===== config.mk =====
export PLATFORM = sky130hd
export DESIGN_NAME = perm_round_ctrl
export DESIGN_NICKNAME = d
export VERILOG_FILES = /design/src/rtl/perm_round_ctrl.sv
export SDC_FILE = /design/constraint.sdc
export NUM_CORES = 1
export LEC_CHECK = 0
export CAP_MARGIN = 20
export CORE_UTILIZATION = 40
export CTS_CLUSTER_DIAMETER = 200
export DETAILED_ROUTE_END_ITERATION = 16
export GPL_ROUTABILITY_DRIVEN = 0
export HOLD_SLACK_MARGIN = 0.05
export PLACE_DENSITY = 0.77
export SYNTH_ARGS = -nofsm -noshare
export SYNTH_HDL_FRONTEND = slang
export SYNTH_SLANG_ARGS = --single-unit

===== constraint.sdc =====
create_clock -name clk -period 2.6 [get_ports clk]
set_clock_uncertainty 0.1 [all_clocks]
set_input_delay 0.65 -clock clk [delete_from_list [all_inputs] [get_ports clk]]
set_output_delay 0.65 -clock clk [all_outputs]
set_load 0.03 [all_outputs]

===== src/rtl/perm_round_ctrl.sv =====
// rtl/perm_round_ctrl.sv - round controller for the iterative permutation state register bank
module perm_round_ctrl #(
  parameter int CNT_W      = 4,
  parameter int MAX_ROUNDS = 12
) (
  input  logic             clk,
  input  logic             rst,
  input  logic             start_i,
  input  logic [CNT_W-1:0] rounds_i,
  input  logic             hold_i,
  input  logic             abort_i,
  input  logic             done_ack_i,
  output logic             ready_o,
  output logic             busy_o,
  output logic             state_en_o,
  output logic             state_sel_o,
  output logic [CNT_W-1:0] round_idx_o,
  output logic             last_round_o,
  output logic             done_o
);

  typedef enum logic [1:0] {
    S_IDLE = 2'd0,
    S_LOAD = 2'd1,
    S_RUN  = 2'd2,
    S_DONE = 2'd3
  } state_t;

  localparam logic [CNT_W-1:0] LP_MAX = CNT_W'(MAX_ROUNDS);
  localparam logic [CNT_W-1:0] LP_ONE = CNT_W'(1);

  state_t           r_state;
  state_t           w_state_nxt;
  logic [CNT_W-1:0] r_cnt;
  logic [CNT_W-1:0] w_cnt_nxt;
  logic [CNT_W-1:0] r_n;
  logic [CNT_W-1:0] w_n_nxt;
  logic [CNT_W-1:0] w_n_clamp;
  logic             w_last;

  assign w_n_clamp = (rounds_i > LP_MAX) ? LP_MAX : rounds_i;
  // Only meaningful in RUN, where N is guaranteed non-zero.
  assign w_last    = (r_cnt == (r_n - LP_ONE));

  always_ff @(posedge clk or negedge rst) begin
    if (!rst) begin
      r_state <= S_IDLE;
      r_cnt   <= '0;
      r_n     <= '0;
    end else begin
      r_state <= w_state_nxt;
      r_cnt   <= w_cnt_nxt;
      r_n     <= w_n_nxt;
    end
  end

  always_comb begin
    w_state_nxt  = r_state;
    w_cnt_nxt    = r_cnt;
    w_n_nxt      = r_n;
    ready_o      = 1'b0;
    busy_o       = 1'b0;
    state_en_o   = 1'b0;
    state_sel_o  = 1'b0;
    round_idx_o  = '0;
    last_round_o = 1'b0;
    done_o       = 1'b0;
    case (r_state)
      S_IDLE: begin
        ready_o   = 1'b1;
        w_cnt_nxt = '0;
        if (start_i) begin
          w_n_nxt     = w_n_clamp;
          w_state_nxt = S_LOAD;
        end
      end
      S_LOAD: begin
        busy_o     = 1'b1;
        state_en_o = 1'b1;
        if (abort_i) begin
          w_state_nxt = S_IDLE;
          w_cnt_nxt   = '0;
        end else if (r_n != '0) begin
          w_state_nxt = S_RUN;
        end else begin
          w_state_nxt = S_DONE;
        end
      end
      S_RUN: begin
        busy_o       = 1'b1;
        state_sel_o  = 1'b1;
        state_en_o   = !hold_i;
        round_idx_o  = r_cnt;
        last_round_o = w_last;
        // Abort outranks both hold and round completion.
        if (abort_i) begin
          w_state_nxt = S_IDLE;
          w_cnt_nxt   = '0;
        end else if (!hold_i) begin
          if (w_last) begin
            w_state_nxt = S_DONE;
            w_cnt_nxt   = '0;
          end else begin
            w_cnt_nxt = r_cnt + LP_ONE;
          end
        end
      end
      S_DONE: begin
        done_o = 1'b1;
        if (abort_i || done_ack_i) begin
          w_state_nxt = S_IDLE;
          w_cnt_nxt   = '0;
        end
      end
      default: begin
        w_state_nxt = S_IDLE;
        w_cnt_nxt   = '0;
      end
    endcase
  end

endmodule

==> results of run 1 <==
[worst max-delay path, stage by stage, from the launching register on]
cell and delay [ns]:
dfrtp_1 0.41, inv_1 0.08, ha_1 0.30, clkdlybuf4s50_1 0.67
[stage by stage]
| step | hold WS [ns] | setup slack [ns] |
|---|---|---|
| floorplan | 0.254 | 0.390 |
| CTS | 0.456 | 0.0600 |
| finish | 0.449 | 0.118 |
| global placement | 0.424 | 0.0350 |
| detailed placement | 0.440 | -0.00737 |
| global route | 0.479 | 0.0521 |
[placed cells by master, fill, tap and decap left out, types with 2 or more instances in the layout]
cell type        Yosys  layout
xor2_1               4       4
nor2_1               7       7
nand2_1              3       3
inv_1                9       9
a22oi_1              2       2
nor3_1               2       2
ha_1                 6       5
clkdlybuf4s50_1      0      12
buf_4                0       2
a22o_1               2       2
and2_1               3       3
clkbuf_4             0       3
dlygate4sd2_1        0       4
mux2_2               2       2
dfrtp_1             10      10
xnor2_1              2       2
[registers in the layout, summed over array words and instances (netlist names)]
register	cells
r_cnt	4
r_state	2
r_n	4
[area by class of cell]
| cell class | instances | area share [%] |
|---|---|---|
| Timing Repair Buffer | 20 | 20.0 |
| Tap cell | 16 | 2.14 |
| Sequential cell | 10 | 26.7 |
| Inverter | 9 | 3.60 |
| Multi-Input combinational cell | 52 | 43.7 |
| Clock buffer | 4 | 3.87 |
[cells by family after synthesis]
family | count (synthesis) | share of synthesized area [%]
AO/OA/AOI/OAI | 15 | 18.3
buffers and inverters | 9 | 4.89
XOR/XNOR | 6 | 7.61
flip-flops | 10 | 36.2
AND/OR/NAND/NOR | 23 | 18.8
multiplexers | 2 | 3.26
adder cells (fa/ha/maj) | 6 | 10.9
[worst paths after layout]
path | start | end | slack [ns] | cells after the start
setup / recovery | r_state[1] | busy_o | 0.12 | 3
setup reg to reg | r_state[0] | r_cnt[2] | 0.70 | 6
hold reg to reg | r_n[1] | r_n[1] | 0.45 | 1
min in group asynchronous | rst | r_n[0] | 0.59 | 1
max in group asynchronous | rst | r_n[3] | 1.49 | 1
hold / removal | r_n[1] | r_n[1] | 0.45 | 1
[report_power, final]
group,switching (mW),leakage (nW),internal [mW]
Sequential,0.0524,0.130,0.205
Combinational,0.324,0.329,0.253
Clock,0.0570,0.0210,0.0851
[routing by layer]
| layer | track usage (%) | share of wire (%) | vias up |
|---|---|---|---|
| li1 | - | - | 301 |
| met1 | 24.1 | 47 | 270 |
| met2 | 29.9 | 48 | 9 |
| met3 | 7.50 | 4.1 | 2 |
| met4 | 5.63 | 0.85 | 0 |
| met5 | 0 | 0 | - |
[repair_timing]
action	in CTS	in global routing
buffers inserted	0	0
pin swaps	0	0
endpoints found under the setup margin	6	2
gates resized for setup	8	3
==> summary.txt, run 1 <==
Run status
  • Outcome: finished with violations
  • Failing checks: DRC

Drt
  • Number of detailed-route iterations in the first pass: 10
  • Post-route ant nets: 0
  • Via/cell ratio: 5.24
  • Total number of vias: 582
  • Initial DRC Count: 13
  • Wire per inst: 13.7 um
  • Remaining DRCs: 2
  • Final wirelength: 1530 um

Timing
  • Max Fclk: 0.403 GHz
  • RSZ-0062 raised after global routing: no
  • Min Tclk post-route: 2.48 ns
  • Final Slew Violations: 0
  • Final setup fails: 0
  • Slew @ Worst Pin: 0.462 ns
  • Period utilization: 95.5%
  • Max_slew headroom: 69.1%
  • Setup TNS: 0 ns
  • Final Hold Viols: 0

Synth
  • YS warnings: 0
  • Post-synth top area share: 36.2%
  • Most used flip-flop cell after synthesis: dfrtp_1
  • Netlist cell types: 31
  • Post-synth top cells: 10 x dfrtp_1, 9 x inv_1, 7 x nor2_1, 6 x ha_1, 4 x xor2_1
  • Synthesized flop and latch total: 10
  • Most used standard cell by instance count after synthesis: dfrtp_1
  • Post-synth EDFFs: 0
  • Sequential area share after synthesis: 36.2%
  • Mapped Area: 691 um^2
  • Synth Instances: 71
  • Syn Nets: 87
  • Avg Inst Size Synth: 9.73 um^2
  • Top cells by area, synth: dfrtp_1 36%, ha_1 11%, xor2_1 5.1%, inv_1 4.9%, nor2_1 3.8%
  • Synth async-reset ratio: 100%
  • Leading area contributor after synthesis: dfrtp_1

Worst setup path
  • CP endpoint kind: primary output
  • Critical Path RT: 1.85 ns
  • Max Fanout on Critical Path: 4
  • Arr. time, crit path: 1.73 ns
  • CP Launch Type: flop
  • WS Path Type: reg2out

Die
  • # IOs: 20
  • FP Rows: 14
  • Die Height: 43.6 um
  • Die area: 0.00190 mm^2
  • Core region area: 0.00156 mm^2
  • Initial Utilization: 44.3%
  • Width of the die: 43.6 um

GRT
  • GRT overflow: 0
  • Initial antenna violation count: 0
  • Largest net degree at the start of global routing: 11
  • Number of global-route vias before repair: 564
  • All-layer global routing usage: 19.0%
  • First-pass GRT wire length: 2570 um

CTS
  • Clock root buffer: clkbuf_4
  • Num CTS Buffers: 3
  • TritonCTS Sinks: 10
  • Post-CTS Hold Buffers: 0
  • CTS tree: yes
  • Latest clock arrival within the worst-skew pair: 0.27 ns
  • Max Buffers Root-to-Sink: 2
  • H-tree depth: 1
  • Worst-path clk slew: 0.07 ns

Pwr
  • Leakage Power: 0.480 nW
  • Pwr dens: 1040 mW/mm^2
  • Worst VDD drop: 0.439 mV
  • Power Total: 977 uW

Run
  • Max cap viols: 0

Cells and area
  • Multi-input logic area: 409 um^2
  • Nets: 112
  • Share of cells above drive strength 1: 15.8%
  • Register area: 250 um^2
  • Core Util, Final: 60.1%
  • Final Non-Filler Cells: 111
  • Area Overhead vs Synth: 35.7%
  • Post-route design area: 937 um^2
  • Ant diodes: 0
  • FILL cells: 141

Placed design
  • DP Cell Count: 107
  • Post-DP Area: 906 um^2
  • Hpwl dp: 1230 um
  • Port bufs: 19

Min path
  • Worst hold path class: reg2reg
No activity file was read; power rests on OpenSTA's default activity.
==> run 2, diff against run 1 <==
Settings changed: CELL_PAD_IN_SITES_DETAIL_PLACEMENT set to 1, CELL_PAD_IN_SITES_GLOBAL_PLACEMENT set to 2, CORE_UTILIZATION 40 to 29, PLACE_DENSITY 0.77 to 0.89.
==> run 2 against run 1 <==
Compared with the run above:
- the flow now finishes without violations
- wire length is 11% higher
- critical path depth stayed put
- sequential power hardly changed
- register-to-register slack worse by 0.03 ns
- final area is 1.7% higher
- combinational power is 4.0% higher
- via count is 6.7% higher
==> summary.txt, run 2 (synthesis gave the netlist of run 1 again) <==
Die
  • Die Height: 50.8 um
  • Die area: 0.00258 mm^2
  • # IOs: 20
  • Initial Utilization: 30.9%
  • Width of the die: 50.8 um
  • Core region area: 0.00223 mm^2
  • FP Rows: 17

Cells and area
  • Nets: 114
  • Most frequent cells in the layout: 12 x clkdlybuf4s50_1, 10 x dfrtp_1, 9 x inv_1
  • FILL cells: 269
  • Final Non-Filler Cells: 124
  • Core Util, Final: 42.7%
  • Register area: 250 um^2
  • Most common cell after layout, fill and taps aside: clkdlybuf4s50_1
  • Ant diodes: 0
  • Multi-input logic area: 409 um^2
  • Biggest regs: r_cnt (4), r_n (4), r_state (2)
  • Share of cells above drive strength 1: 16.7%
  • Area Overhead vs Synth: 38.0%

CTS
  • Num CTS Buffers: 3
  • Worst-path clk slew: 0.07 ns
  • Post-CTS Hold Buffers: 0
  • CTS tree: yes
  • TritonCTS Sinks: 10
  • H-tree depth: 1
  • Latest clock arrival within the worst-skew pair: 0.27 ns
  • Max Buffers Root-to-Sink: 2
  • Clock root buffer: clkbuf_4

Timing
  • Max Fclk: 0.402 GHz
  • Period utilization: 95.7%
  • Max_slew headroom: 66.6%
  • RSZ-0062 raised after global routing: no
  • Min Tclk post-route: 2.49 ns
  • Final Hold Viols: 0
  • Slew @ Worst Pin: 0.499 ns
  • Final setup fails: 0
  • Final Slew Violations: 0

GRT
  • GRT overflow: 0
  • Number of global-route vias before repair: 619
  • Initial antenna violation count: 0
  • First-pass GRT wire length: 2930 um
  • All-layer global routing usage: 15.7%
  • Largest net degree at the start of global routing: 11

Worst setup path
  • RR Startpoint: r_state[0]
  • Max Fanout on Critical Path: 4
  • WS Path Type: reg2out
  • CP endpoint kind: primary output
  • Critical Path Source: r_state[1]
  • CP Launch Type: flop
  • Arr. time, crit path: 1.74 ns
  • Critical Path RT: 1.85 ns

Pwr
  • Sw frac: 45.4%
  • Power Total: 969 uW
  • Worst VDD drop: 0.584 mV
  • NetSw: 440 uW
  • Clock power share: 11.4%
  • Internal Dissipation: 529 uW
  • Part of the power in registers: 26.7%
  • Pwr dens: 1020 mW/mm^2
  • Combinational Power Share: 62.0%
  • Leakage Power: 0.483 nW

Drt
  • Number of detailed-route iterations in the first pass: 3
  • Post-route ant nets: 0
  • Final wirelength: 1700 um
  • Wire per inst: 13.7 um
  • Initial DRC Count: 5
  • Total number of vias: 621
  • Via/cell ratio: 5.01
  • Remaining DRCs: 0

Placed design
  • Hpwl dp: 1320 um
  • DP Cell Count: 119
  • Port bufs: 19

Min path
  • Worst hold path class: reg2reg
  • HP Start: r_n[1]

Run
  • Max cap viols: 0

Run status
  • Outcome: finished, final reports clean
==> run 2: path summary, 6_finish.rpt <==
| check | depth (start not counted) | slack (ns) | endpoint |
|---|---|---|---|
| setup / recovery | 3 | 0.11 | busy_o |
| hold / removal | 1 | 0.47 | r_n[1] |
| max in group asynchronous | 1 | 1.45 | r_cnt[3] |
| setup reg to reg | 6 | 0.67 | r_cnt[2] |
| hold reg to reg | 1 | 0.47 | r_n[1] |
| min in group asynchronous | 1 | 0.61 | r_cnt[2] |
==> run 2: power groups by stage <==
stage | registers [mW] | logic (mW) | clock network [mW]
floorplan | 0.246 | 0.421 | 0
global route | 0.265 | 0.668 | 0.123
CTS | 0.260 | 0.586 | 0.115
detailed placement | 0.263 | 0.580 | 0
global placement | 0.259 | 0.567 | 0
finish | 0.259 | 0.600 | 0.110
==> run 2: routing by layer <==
metal | part of all wire, % | up-vias | global-route usage [%]
li1 | - | 302 | -
met1 | 47 | 302 | 19.1
met2 | 47 | 13 | 26.2
met3 | 3.5 | 4 | 3.64
met4 | 1.9 | 0 | 6.94
met5 | 0 | - | 0
==> run 2: timing repair <==
item                                    CTS  global route
endpoints found under the setup margin    6             2
setup buffers                             0             2
gates resized for setup                   8             3
==> run 2: final cells by class <==
cell class              instances  area share (%)
flip-flops and latches         10            26.2
repair buffers                 22            21.3
inverters                       9            3.54
clock buffers                   3            2.36
well taps                      28            3.67
multi-input cells              52            42.9
==> run 2: critical path, stage by stage, from the launching register on <==
cell and delay (ns):
dfrtp_1 0.41, inv_1 0.09, ha_1 0.30, clkdlybuf4s50_1 0.67
==> run 2: metrics by stage <==
| step | TNS, ns | instance area, um^2 | hold WS, ns | worst slack [ns] |
|---|---|---|---|---|
| after CTS | 0 | 942 | 0.480 | 0.0343 |
| after detailed placement | -0.0140 | 921 | 0.460 | -0.0140 |
| final | 0 | 953 | 0.466 | 0.111 |
| after global placement | 0 | 921 | 0.428 | 0.0226 |
| after floorplan | 0 | 691 | 0.254 | 0.390 |
| after global routing | 0 | 953 | 0.496 | 0.00388 |
